--- src/rtl/cpu_ctrl_pkg.sv ---
// Shared encodings for the MiniRiscV stage controller: opcodes, ALUOp codes,
// PC-select codes, FSM states and instruction classes.
package cpu_ctrl_pkg;

   localparam logic [6:0] OP_R      = 7'b0110011;
   localparam logic [6:0] OP_I      = 7'b0010011;
   localparam logic [6:0] OP_LOAD   = 7'b0000011;
   localparam logic [6:0] OP_STORE  = 7'b0100011;
   localparam logic [6:0] OP_BRANCH = 7'b1100011;
   localparam logic [6:0] OP_JAL    = 7'b1101111;
   localparam logic [6:0] OP_JALR   = 7'b1100111;
   localparam logic [6:0] OP_LUI    = 7'b0110111;
   localparam logic [6:0] OP_AUIPC  = 7'b0010111;
   localparam logic [6:0] OP_SYSTEM = 7'b1110011;

   localparam logic [3:0] ALU_LS    = 4'b0000;
   localparam logic [3:0] ALU_BR    = 4'b0001;
   localparam logic [3:0] ALU_R     = 4'b0010;
   localparam logic [3:0] ALU_I     = 4'b0011;
   localparam logic [3:0] ALU_JMP   = 4'b0100;
   localparam logic [3:0] ALU_LUI   = 4'b0101;
   localparam logic [3:0] ALU_AUIPC = 4'b0110;

   localparam logic [1:0] PC_PLUS4 = 2'b00;
   localparam logic [1:0] PC_REL   = 2'b01;
   localparam logic [1:0] PC_JALR  = 2'b10;

   typedef enum logic [2:0] {
      ST_FETCH, ST_DECODE, ST_EXEC, ST_MEM, ST_WB, ST_HALT, ST_TRAP
   } state_t;

   typedef enum logic [3:0] {
      CL_NOP, CL_R, CL_I, CL_LOAD, CL_STORE, CL_BRANCH,
      CL_JAL, CL_JALR, CL_LUI, CL_AUIPC, CL_SYSTEM
   } class_t;

endpackage

--- src/rtl/ctrl_decode.sv ---
// Combinational opcode classifier: instruction class, ALU controls and
// register-write intent. Unknown opcodes come out as NOP with o_illegal set.
module ctrl_decode
   import cpu_ctrl_pkg::*;
(
   input  logic [6:0] i_opcode,
   output class_t     o_cls,
   output logic [3:0] o_alu_op,
   output logic       o_alu_src,
   output logic       o_alu_a_pc,
   output logic       o_reg_write,
   output logic       o_illegal
);

   always_comb begin
      o_cls       = CL_NOP;
      o_alu_op    = ALU_LS;
      o_alu_src   = 1'b0;
      o_alu_a_pc  = 1'b0;
      o_reg_write = 1'b0;
      o_illegal   = 1'b0;
      case (i_opcode)
         OP_R:      begin o_cls = CL_R;      o_alu_op = ALU_R;     o_reg_write = 1'b1; end
         OP_I:      begin o_cls = CL_I;      o_alu_op = ALU_I;     o_alu_src = 1'b1; o_reg_write = 1'b1; end
         OP_LOAD:   begin o_cls = CL_LOAD;   o_alu_op = ALU_LS;    o_alu_src = 1'b1; o_reg_write = 1'b1; end
         OP_STORE:  begin o_cls = CL_STORE;  o_alu_op = ALU_LS;    o_alu_src = 1'b1; end
         OP_BRANCH: begin o_cls = CL_BRANCH; o_alu_op = ALU_BR;    end
         OP_JAL:    begin o_cls = CL_JAL;    o_alu_op = ALU_JMP;   o_alu_a_pc = 1'b1; o_reg_write = 1'b1; end
         OP_JALR:   begin o_cls = CL_JALR;   o_alu_op = ALU_JMP;   o_alu_a_pc = 1'b1; o_reg_write = 1'b1; end
         OP_LUI:    begin o_cls = CL_LUI;    o_alu_op = ALU_LUI;   o_alu_src = 1'b1; o_reg_write = 1'b1; end
         OP_AUIPC:  begin o_cls = CL_AUIPC;  o_alu_op = ALU_AUIPC; o_alu_src = 1'b1; o_alu_a_pc = 1'b1; o_reg_write = 1'b1; end
         OP_SYSTEM: o_cls = CL_SYSTEM;
         default:   o_illegal = 1'b1;
      endcase
   end

endmodule

--- src/rtl/cpu_stage_controller.sv ---
// Multi-cycle stage sequencer for MiniRiscV: memory handshakes, ALU control
// hold from DECODE to WB, PC/writeback strobes and the instret counter.
//   state  | meaning
//   FETCH  | imem request until ack; IR latched on the ack cycle
//   DECODE | classify opcode, drive ALU controls
//   EXEC   | ALU computes; branch condition captured
//   MEM    | data request held until ack
//   WB     | commit: PC update, register write, retire
//   HALT   | ecall/ebreak retired on entry, idle until reset
//   TRAP   | illegal opcode, idle until reset
module cpu_stage_controller
   import cpu_ctrl_pkg::*;
#(
   parameter bit TRAP_ON_ILLEGAL = 1'b1,
   parameter int CNT_W           = 32
) (
   input  logic             clk,
   input  logic             rst,
   input  logic [6:0]       i_opcode,
   input  logic             i_imem_ready,
   input  logic             i_dmem_ready,
   input  logic             i_do_branch,
   output logic             o_ir_write,
   output logic             o_imem_req,
   output logic             o_dmem_req,
   output logic             o_dmem_we,
   output logic [3:0]       o_alu_op,
   output logic             o_alu_src,
   output logic             o_alu_a_pc,
   output logic             o_reg_write,
   output logic             o_wb_sel,
   output logic             o_pc_write,
   output logic [1:0]       o_pc_sel,
   output logic             o_retired,
   output logic [CNT_W-1:0] o_instret,
   output logic             o_halted,
   output logic             o_illegal
);

   state_t           r_state, w_next;
   class_t           w_dec_cls, r_cls;
   logic [3:0]       w_dec_alu_op, r_alu_op;
   logic             w_dec_alu_src, w_dec_alu_a_pc, w_dec_reg_write, w_dec_illegal;
   logic             r_alu_src, r_alu_a_pc, r_reg_write;
   logic             r_branch_taken, r_halted, r_illegal, r_halt_entry;
   logic [CNT_W-1:0] r_instret;
   logic             w_hold, w_enter_halt, w_enter_trap;

   ctrl_decode u_decode (
      .i_opcode    (i_opcode),
      .o_cls       (w_dec_cls),
      .o_alu_op    (w_dec_alu_op),
      .o_alu_src   (w_dec_alu_src),
      .o_alu_a_pc  (w_dec_alu_a_pc),
      .o_reg_write (w_dec_reg_write),
      .o_illegal   (w_dec_illegal)
   );

   assign w_hold       = (r_state == ST_EXEC) || (r_state == ST_MEM) || (r_state == ST_WB);
   assign w_enter_halt = (r_state == ST_DECODE) && (w_next == ST_HALT);
   assign w_enter_trap = (r_state == ST_DECODE) && (w_next == ST_TRAP);

   always_ff @(posedge clk) begin
      if (!rst) r_state <= ST_FETCH;
      else      r_state <= w_next;
   end

   // Outputs are forced quiet while rst is low so a dropped handshake never commits.
   always_comb begin
      w_next      = r_state;
      o_ir_write  = 1'b0;
      o_imem_req  = 1'b0;
      o_dmem_req  = 1'b0;
      o_dmem_we   = 1'b0;
      o_alu_op    = ALU_LS;
      o_alu_src   = 1'b0;
      o_alu_a_pc  = 1'b0;
      o_reg_write = 1'b0;
      o_wb_sel    = 1'b0;
      o_pc_write  = 1'b0;
      o_pc_sel    = PC_PLUS4;
      o_retired   = 1'b0;
      if (!rst) begin
         w_next = ST_FETCH;
      end else begin
         if (w_hold) begin
            o_alu_op   = r_alu_op;
            o_alu_src  = r_alu_src;
            o_alu_a_pc = r_alu_a_pc;
         end
         case (r_state)
            ST_FETCH: begin
               o_imem_req = 1'b1;
               if (i_imem_ready) begin
                  o_ir_write = 1'b1;
                  w_next     = ST_DECODE;
               end
            end
            ST_DECODE: begin
               o_alu_op   = w_dec_alu_op;
               o_alu_src  = w_dec_alu_src;
               o_alu_a_pc = w_dec_alu_a_pc;
               if (w_dec_cls == CL_SYSTEM) w_next = ST_HALT;
               else if (w_dec_illegal)     w_next = TRAP_ON_ILLEGAL ? ST_TRAP : ST_WB;
               else                        w_next = ST_EXEC;
            end
            ST_EXEC: begin
               w_next = ((r_cls == CL_LOAD) || (r_cls == CL_STORE)) ? ST_MEM : ST_WB;
            end
            ST_MEM: begin
               o_dmem_req = 1'b1;
               o_dmem_we  = (r_cls == CL_STORE);
               if (i_dmem_ready) w_next = ST_WB;
            end
            ST_WB: begin
               o_pc_write  = 1'b1;
               o_retired   = 1'b1;
               o_reg_write = r_reg_write;
               o_wb_sel    = (r_cls == CL_LOAD);
               if (r_cls == CL_JALR)
                  o_pc_sel = PC_JALR;
               else if ((r_cls == CL_JAL) || ((r_cls == CL_BRANCH) && r_branch_taken))
                  o_pc_sel = PC_REL;
               w_next = ST_FETCH;
            end
            ST_HALT: begin
               o_pc_write = r_halt_entry;
               o_retired  = r_halt_entry;
            end
            ST_TRAP: w_next = ST_TRAP;
            default: w_next = ST_FETCH;
         endcase
      end
   end

   always_ff @(posedge clk) begin
      if (!rst) begin
         r_cls          <= CL_NOP;
         r_alu_op       <= ALU_LS;
         r_alu_src      <= 1'b0;
         r_alu_a_pc     <= 1'b0;
         r_reg_write    <= 1'b0;
         r_branch_taken <= 1'b0;
         r_halted       <= 1'b0;
         r_illegal      <= 1'b0;
         r_halt_entry   <= 1'b0;
         r_instret      <= '0;
      end else begin
         if (r_state == ST_DECODE) begin
            r_cls       <= w_dec_cls;
            r_alu_op    <= w_dec_alu_op;
            r_alu_src   <= w_dec_alu_src;
            r_alu_a_pc  <= w_dec_alu_a_pc;
            r_reg_write <= w_dec_reg_write;
         end
         if (r_state == ST_EXEC) r_branch_taken <= i_do_branch;
         if (w_enter_halt)       r_halted       <= 1'b1;
         if (w_enter_trap)       r_illegal      <= 1'b1;
         r_halt_entry <= w_enter_halt;
         if (o_retired) r_instret <= r_instret + {{(CNT_W-1){1'b0}}, 1'b1};
      end
   end

   assign o_instret = r_instret;
   assign o_halted  = r_halted;
   assign o_illegal = r_illegal;

endmodule

--- config.mk ---
export PLATFORM = sky130hd
export DESIGN_NAME = cpu_stage_controller
export DESIGN_NICKNAME = d
export VERILOG_FILES = /design/src/rtl/cpu_ctrl_pkg.sv /design/src/rtl/ctrl_decode.sv /design/src/rtl/cpu_stage_controller.sv
export SDC_FILE = /design/constraint.sdc
export NUM_CORES = 1
export LEC_CHECK = 0
export ABC_AREA = 1
export BUFFER_PORTS_ARGS = -buffer_cell sky130_fd_sc_hd__buf_4
export CAP_MARGIN = 10
export CORE_MARGIN = 2
export CORE_UTILIZATION = 45
export DETAILED_ROUTE_END_ITERATION = 8
export GPL_TIMING_DRIVEN = 0
export PLACE_DENSITY = 0.75
export SYNTH_ARGS = -nofsm -noshare
export SYNTH_HDL_FRONTEND = slang
export SYNTH_HIERARCHICAL = 1
export SYNTH_SLANG_ARGS = --single-unit
--- constraint.sdc ---
create_clock -name clk -period 2.2 [get_ports clk]
set_clock_uncertainty 0.1 [all_clocks]
set_input_delay 0 -clock clk [delete_from_list [all_inputs] [get_ports clk]]
set_output_delay 0 -clock clk [all_outputs]
set_load 0.005 [all_outputs]
**After elaboration in Yosys (flattened, before gate mapping)**

Cells that the tools add are included.

- Flip-flop bits (word level): 50
- Bits in latches: 0
- Memory bits (writable): 0
- Memory bits (read-only): 0
- Input port bits: 12
- Output and inout bits: 50
- Word-level logic and storage cells: 89
- Memories kept: 0

- Add/sub/neg operators: 1
- $mul: 0
- Divide/modulo/power cells: 0
- Magnitude comparators: 0
- Equal/unequal tests: 24
- Shift-type cells: 0
- Multiplexer cells: 40
- Bitwise gates (word level): 0
- Reduce and logical (&&, ||, !) cells: 13

Operators by type and width:

| kind | number |
|---|---|
| $pmux 4 s10 | 1 |
| $pmux 3 s6 | 2 |
| $add 32x1->32 const B | 1 |
| $eq 7x7->1 const B | 4 |
| $mux 1 | 24 |
| $eq 7x6->1 const B | 3 |
| $mux 3 | 6 |
| $eq 4x3->1 const B | 4 |
| $eq 3x3->1 const B | 5 |
| $eq 7x5->1 const B | 2 |
| $mux 4 | 3 |
| $reduce_or 10->1 | 1 |
| $eq 7x2->1 const B | 1 |
| $reduce_or 7->1 | 1 |
| $eq 3x2->1 const B | 2 |
| $mux 2 | 3 |
| $reduce_or 5->1 | 1 |
| $eq 4x2->1 const B | 1 |
| $eq 4x4->1 const B | 1 |
| $logic_or 1x1->1 | 4 |
| $eq 3x1->1 const B | 1 |
| $logic_and 1x1->1 | 3 |
| $logic_not 3->1 | 1 |
| $reduce_or 3->1 | 1 |
| 2 further kinds | 2 |

**Depth between registers and ports, before layout**

Gate-level depths: netlist of the first run.

- Word-level depth: 8
- Depth in mapped cells: 17

**Hierarchy**

The synthesis of the first run kept the hierarchy.

By module, submodules not included:

| module | instances | cells each | area each (µm²) |
|---|---|---|---|
| cpu_stage_controller | 1 | 409 | 2715.1 |
| ctrl_decode | 1 | 52 | 226.5 |

**Least setup slack after synthesis of the first run**

No wires, ideal clock.

- Kind: register to register
- Start point: register r_instret[0], in the netlist o_instret[0]
- End point: register r_instret[18], in the netlist o_instret[18]
- Data arrival time: 1.469 ns
- Data required time: 1.972 ns
- Setup slack: 0.503 ns
- Stages on the path, launching flop included: 10
- Buffers on the path: 0
- Period minus slack after synthesis: 1.697 ns
- Cell sequence: dfxtp_1 ha_1 nand2_1 nor2_1 nand3_1 nor2_2 nand3_2 nor2_2 xor2_1 nor2_1

- Longest elaborated chain between the ends: 1

Ends and longest elaborated chain:

| element | line | source |
|---|---|---|
| start, declared | cpu_stage_controller.sv:46 | `logic [CNT_W-1:0] r_instret;` |
| start signal, assigned | cpu_stage_controller.sv:160 | `if (o_retired) r_instret <= r_instret + {{(CNT_W-1){1'b0}}, 1'b1};` |
| $add 32x1->32 | cpu_stage_controller.sv:160 |  |

Every way passes these cells.
A chain may end at the register's enable or synchronous reset.

**Final worst setup path of the first run**

Same ends and word-level chain as after synthesis.

==> run_results.csv, run 1 <==
group,metric,value,unit
synthesis,synth_commonest_cells,"111 x nand2_1, 71 x nor2_1, 58 x inv_1",
synthesis,synth_seq_area_share,34.03,%
synthesis,synth.top_cell.area_share,34.03,%
floorplan,die_w,84.85,µm
setup_path,r2r_setup_slack,190,ps
setup_path,critPathMaxFanout,5,
global_routing,grt_max_degree,17,
routing,drcViolationCount,0,
finish,final_cells,609,
clock_network,clkSinkCount,50,
floorplan,start_util,46.33,%
routing,wirelength,7495,µm
global_routing,grt_pass1_wl,12360,µm
setup_path,required,2290,ps
routing,dr.pass1.iters,4,
synthesis,synth_area_leaders,"dfxtp_1 34%, nand2_1 14%, nor2_1 9.1%",
placement,io_buffers,61,
synthesis,synth_area_leader_cell,"dfxtp_1",
clock_network,cts_root_buffer,"clkbuf_8",
setup_path,crit_path_start_kind,"flip-flop",
synthesis,synthArstFlopShare,0,%
synthesis,ys_ff_latch,50,
floorplan,ios,62,
pwr,p_int,1371,µW
routing,num_vias,3117,
setup_path,rr_worst_depth,9,
synthesis,ys.flop_type,"dfxtp_1",
setup_path,r2r_end,"o_instret[18]",
pwr,ir_worst_vdd,341.7,µV
pwr,switching_power,528.4,µW
finish,antenna_cells,0,
sta,grt_setup_unrepaired,"no",
floorplan,die_h,84.85,µm
floorplan,rows,29,
sta,hold_viol,0,
clock_network,clk_latency,320,ps
sta,fmax,0.4970,GHz
finish,syn_to_final_growth,23.69,%
routing,wl_per_cell,12.31,µm
synthesis,yosysWarningCount,6,
global_routing,grt_use_total,21.08,%
pwr,power.clock.fraction,36.1,%
synthesis,synth.distinct_cells,38,
clock_network,cts_buffers,5,
floorplan,dieArea,7200,µm²
hold_path,hp-class,"in -> reg",
placement,dpl.cell_count,599,
synthesis,synthCells,461,
setup_path,crit_type,"reg -> reg",
pwr,seq_power_share,49.9,%
setup_path,crit_arrival,2100,ps
placement,gp_congestion,0.8748,
pwr,power_density,522.1,nW/µm²
pwr,p_leak,0.001631,µW
synthesis,synthesis.area,2942,µm²
outcome,status,"complete, no violations",
hold_path,holdPathEnd,"r_state[1]",
clock_network,clockBufferDepth,2,
routing,viasPerCell,5.118,
placement,pre_cts_ws,231.9,ps
finish,layout.nets,544,
global_routing,grt_pass1_vias,2774,
run,cap_violations,0,
routing,drt-initial-drc-count,144,
hold_path,hold_depth,6,
sta,layout_setup_ws,187.9,ps
hold_path,hp-start,"i_dmem_ready",
global_routing,antenna_found_initial,0,
sta,fin_setup_tns,0,ps
synthesis,yosysMostFrequentCell,"nand2_1",
global_routing,grt_overflow,0,
placement,hpwlAfterDp,5718,µm
clock_network,clk_pin_slew_worst_paths,100,ps
finish,drive_above_1_share,18.61,%
sta,drv_slew,0,
sta,maxSlewHeadroom,61.44,%
routing,ant_nets,0,
clock_network,htree_levels,2,
setup_path,r2r-start,"o_instret[0]",
synthesis,synthesis.nets,474,
sta,period_share,91.46,%
finish,fillCellCount,646,
sta,setup_viol,0,
floorplan,core,6350,µm²
sta,max_slew.worst_pin.slew,578.4,ps
pwr,swShare,27.82,%
synthesis,synth_edf_count,0,
pwr,power_frac_comb,14.0,%
clock_network,cts_tree,"done",
setup_path,critPathCaptureType,"flip-flop",
synthesis,syn_avg_cell_area,6.381,µm²
sta,fin_crit,2012,ps
==> power by group through the flow <==
stage | clock, µW | sequential [µW] | combinational, µW
2_1_floorplan | 0 | 965 | 177
3_3_place_gp | 0 | 968 | 256
3_5_place_dp | 0 | 969 | 260
4_1_cts | 694 | 948 | 264
5_1_grt | 727 | 951 | 298
6_report | 685 | 948 | 266
==> critical path, stage by stage (launching register included) <==
cell     delay (ps)
dfxtp_1         410
ha_1            230
nand2_1          80
nor2_1          100
nand3_1         110
nor2_2          240
nand3_2         190
nor2_2          200
xor2_1          160
nor2_1           60
==> placed cells by master, fill, tap and decap left out, types with 15 or more instances in the layout <==
master / netlist / final
nand3_1: 30 / 30
nand4_1: 16 / 16
inv_1: 58 / 58
dfxtp_1: 50 / 50
buf_4: 4 / 65
nand2_1: 111 / 110
nor3_1: 15 / 15
nor2_1: 71 / 70
a21oi_1: 33 / 33
o21ai_0: 20 / 19
==> cell families (layout without fill, tap and decap cells) <==
kind of cell,after synthesis,count (layout),synth area share (%)
simple gates,269,269,42.03
buf+inv,75,146,11.19
compound gates,59,59,10.42
flops,50,50,34.03
xor+xnor,6,6,1.786
fa+ha+maj,1,1,0.4253
other cells,1,1,0.1275
==> worst max path at each step <==
stage	slack [ps]	end	cells after the start	startpoint
6_report	190	o_instret[18]	9	o_instret[0]
3_5_place_dp	230	o_instret[18]	9	o_instret[0]
5_1_grt	10	o_alu_op[0]	9	r_state[0]
3_3_place_gp	300	o_instret[18]	9	o_instret[0]
4_1_cts	210	o_alu_op[0]	9	r_state[0]
2_1_floorplan	500	o_instret[18]	9	o_instret[0]
==> metrics by stage <==
step	util (%)	area [µm²]	hold WS (ps)	total power, µW
after global routing	57.30	3638	79.13	1977
after global placement	55.05	3496	138.3	1224
after CTS	57.14	3628	21.78	1906
after detailed placement	55.05	3496	151.3	1229
final	57.30	3638	26.65	1900
after floorplan	-	2942	20.63	1142
==> layer usage <==
metal	GRT usage, %	part of all wire (%)
met5	0	0
met4	6.494	1.8
met3	4.669	5.8
met2	34.93	46
met1	27.52	46
==> state kept, by name, summed over array words and instances (netlist names) <==
name / flops
o_halted: 1
r_cls: 4
o_illegal: 1
r_halt_entry: 1
r_alu_op: 4
r_state: 3
o_instret: 32
r_branch_taken: 1
r_alu_src: 1
r_alu_a_pc: 1
r_reg_write: 1
==> repair_timing <==
| action | in CTS | in global routing |
|---|---|---|
| setup endpoints to repair | 0 | 1 |
| hold buffers | 2 | 0 |
| buffers inserted | 0 | 0 |
| hold endpoints to repair | 2 | 0 |
| gates resized for setup | 0 | 4 |
==> area by class of cell <==
class | instances | area, µm² | area share, %
multi-input cells | 336 | 1622 | 44.57
plain buffers | 14 | 100.1 | 2.751
clock inverters | 3 | 43.79 | 1.204
well taps | 77 | 96.34 | 2.648
flip-flops and latches | 50 | 1001 | 27.51
inverters | 61 | 229.0 | 6.293
clock buffers | 5 | 68.82 | 1.891
repair buffers | 63 | 478.0 | 13.14
(Power assumes the default switching activity.)
==> inputs of run 2 (changes only) <==
SYNTH_HIERARCHICAL = unset   (was 1)
==> run 2 against run 1 <==
Flip-flop and latch count shrank 1. Global-route usage grew 0.55 points. Utilization grew 1.5 points. Synthesized cell count shrank 8.5%. Area after synthesis shrank 3.2%. Largest cell class unchanged. Critical path depth shrank 2. Register-to-register slack lost 60 ps.
==> run_results.csv, run 2 <==
group,metric,value,unit
routing,drt-initial-drc-count,135,
global_routing,grt_pass1_vias,2674,
sta,drv_slew,0,
floorplan,die_w,83.55,µm
placement,io_buffers,60,
synthesis,ys_ff_latch,49,
setup_path,critPathMaxFanout,10,
routing,top_layer,"met4",
sta,period_share,94.00,%
routing,wl_met3,387,µm
clock_network,cts_buffers,5,
synthesis,synthesis.nets,435,
finish,fillCellCount,586,
pwr,ir_worst_vdd,275.8,µV
sta,maxSlewHeadroom,59.44,%
clock_network,cts_setup_buffers,0,
synthesis,synth_commonest_cells,"84 x nand2_1, 57 x inv_1, 57 x nor2_1",
pwr,swShare,29.96,%
setup_path,r2r-start,"r_state[0]",
clock_network,clockBufferDepth,2,
pwr,power.clock.fraction,31.3,%
finish,final_cell_mix,"84 x nand2_1, 63 x buf_4, 57 x inv_1",
placement,hpwlAfterDp,5993,µm
pwr,switching_power,529.0,µW
setup_path,r2r_end,"r_reg_write",
clock_network,cts_tree,"done",
clock_network,clkSinkCount,49,
clock_network,cts_root_buffer,"clkbuf_8",
synthesis,synth_edf_count,0,
routing,wirelength_met1,3647,µm
finish,layout_commonest_cell,"nand2_1",
setup_path,required,2100,ps
routing,ant_nets,0,
floorplan,start_util,47.26,%
global_routing,antenna_found_initial,0,
placement,gp_congestion,0.8917,
routing,drcViolationCount,0,
floorplan,core,6026,µm²
pwr,power_density,498.3,nW/µm²
sta,max_slew.worst_pin.slew,608.4,ps
synthesis,synth.top_cell.area_share,34.45,%
finish,drive_above_1_share,19.64,%
global_routing,grt_max_degree,17,
setup_path,critPathCaptureType,"output pin",
pwr,p_int,1237,µW
outcome,status,"complete, no violations",
sta,fin_crit,2068,ps
setup_path,r2r_setup_slack,130,ps
pwr,seq_power_share,53.1,%
synthesis,yosysMostFrequentCell,"nand2_1",
floorplan,die_h,83.55,µm
global_routing,grt_use_total,21.63,%
setup_path,rr_worst_depth,6,
setup_path,crit_path_start_kind,"flip-flop",
synthesis,syn_avg_cell_area,6.748,µm²
sta,hold_viol,0,
synthesis,synthArstFlopShare,0,%
synthesis,synth_area_leader_cell,"dfxtp_1",
floorplan,rows,28,
hold_path,hp-class,"in -> reg",
clock_network,clk_latency,310,ps
synthesis,synth_seq_area_share,34.45,%
placement,placed_area,3392,µm²
global_routing,grt_pass1_wl,12500,µm
synthesis,synth.distinct_cells,44,
setup_path,crit_arrival,1970,ps
clock_network,clk_pin_slew_worst_paths,90,ps
routing,wl_met2,3507,µm
sta,grt_setup_unrepaired,"no",
sta,fmax,0.4835,GHz
global_routing,grt_overflow,0,
routing,wl_per_cell,13.38,µm
synthesis,synth_area_leaders,"dfxtp_1 34%, nand2_1 11%, inv_1 7.5%",
finish,layout.nets,506,
routing,num_vias,2932,
setup_path,crit_path_start,"r_state[0]",
finish,largest_reg_flops,32,
pwr,power_frac_comb,15.7,%
clock_network,htree_levels,2,
pwr,total_power,1766,µW
floorplan,ios,62,
finish,antenna_cells,0,
hold_path,holdPathEnd,"r_cls[0]",
routing,wirelength,7616,µm
routing,viasPerCell,5.153,
run,cap_violations,0,
synthesis,yosysWarningCount,0,
synthesis,synthesis.area,2848,µm²
sta,fin_setup_tns,0,ps
hold_path,hold_depth,5,
hold_path,hp-start,"i_opcode[5]",
finish,syn_to_final_growth,24.43,%
sta,setup_viol,0,
pwr,p_leak,0.001496,µW
synthesis,ys.flop_type,"dfxtp_1",
floorplan,dieArea,6981,µm²
finish,fin_area,3543,µm²
synthesis,synthCells,422,
routing,dr.pass1.iters,4,
setup_path,crit_type,"reg -> out",
==> run 2: cell type report <==
cell class / count / area (µm²) / share of cell area [%]
Clock inverter: 3 / 21.27 / 0.6003
Sequential cell: 49 / 980.9 / 27.68
Timing Repair Buffer: 64 / 490.5 / 13.84
Clock buffer: 5 / 68.82 / 1.942
Multi-Input combinational cell: 302 / 1578 / 44.53
Buffer: 10 / 72.57 / 2.048
Tap cell: 75 / 93.84 / 2.648
Inverter: 61 / 237.7 / 6.709
==> run 2: worst max-delay path: stages (launching register included) <==
cell	delay [ps]
dfxtp_1	470
nand2_2	140
nor2_4	240
buf_4	220
nand2_1	90
a21oi_2	130
a21boi_0	220
buf_4	150
==> run 2: worst max-delay path by stage <==
stage                   endpoint  slack (ps)  depth (start not counted)
floorplan           o_instret[8]         460                          8
global placement      o_alu_a_pc         190                          7
detailed placement    o_alu_a_pc         190                          9
CTS                   o_alu_a_pc          50                          7
global route          o_alu_a_pc          20                          7
finish                o_alu_a_pc         130                          7
==> run 2: kinds of logic (layout without fill, tap and decap cells) <==
logic type                 after synthesis  in the layout  share of synthesized area (%)
DFF                                     49             49                          34.45
and+or+nand+nor                        215            215                          36.20
buffers and inverters                   71            143                          10.76
other                                    1              1                         0.1317
xor gates and xnor gates                10             10                          3.075
AOI/OAI and AO/OA                       75             75                          14.94
adders and majority gates                1              1                         0.4393
==> run 2: what timing repair did <==
action,4_1_cts,5_1_grt
cloned,0,0
resized for setup,1,5
hold endpoints to repair,9,0
endpoints found under the setup margin,5,8
hold buffers,4,0
==> run 2: power by group through the flow <==
stage	clock network (µW)	registers, µW	logic [µW]
floorplan	0	950	177
CTS	561	935	270
global route	597	941	309
global placement	0	954	262
detailed placement	0	955	264
finish	552	937	277
==> run 2: per-stage QoR <==
step	setup slack (ps)	hold WS, ps	instances	util, %
2_1_floorplan	455.5	20.63	422	-
3_3_place_gp	191.8	129.6	557	56.29
3_5_place_dp	189.2	150.4	557	56.29
4_1_cts	50.81	6.054	569	58.49
5_1_grt	21.00	40.66	569	58.80
6_report	131.9	14.79	569	58.80
==> run 2: metal layers <==
layer	vias to the layer above	track usage, %
li1	1520	-
met1	1320	30.25
met2	86	35.04
met4	0	4.985
met5	-	0
met3	6	3.561
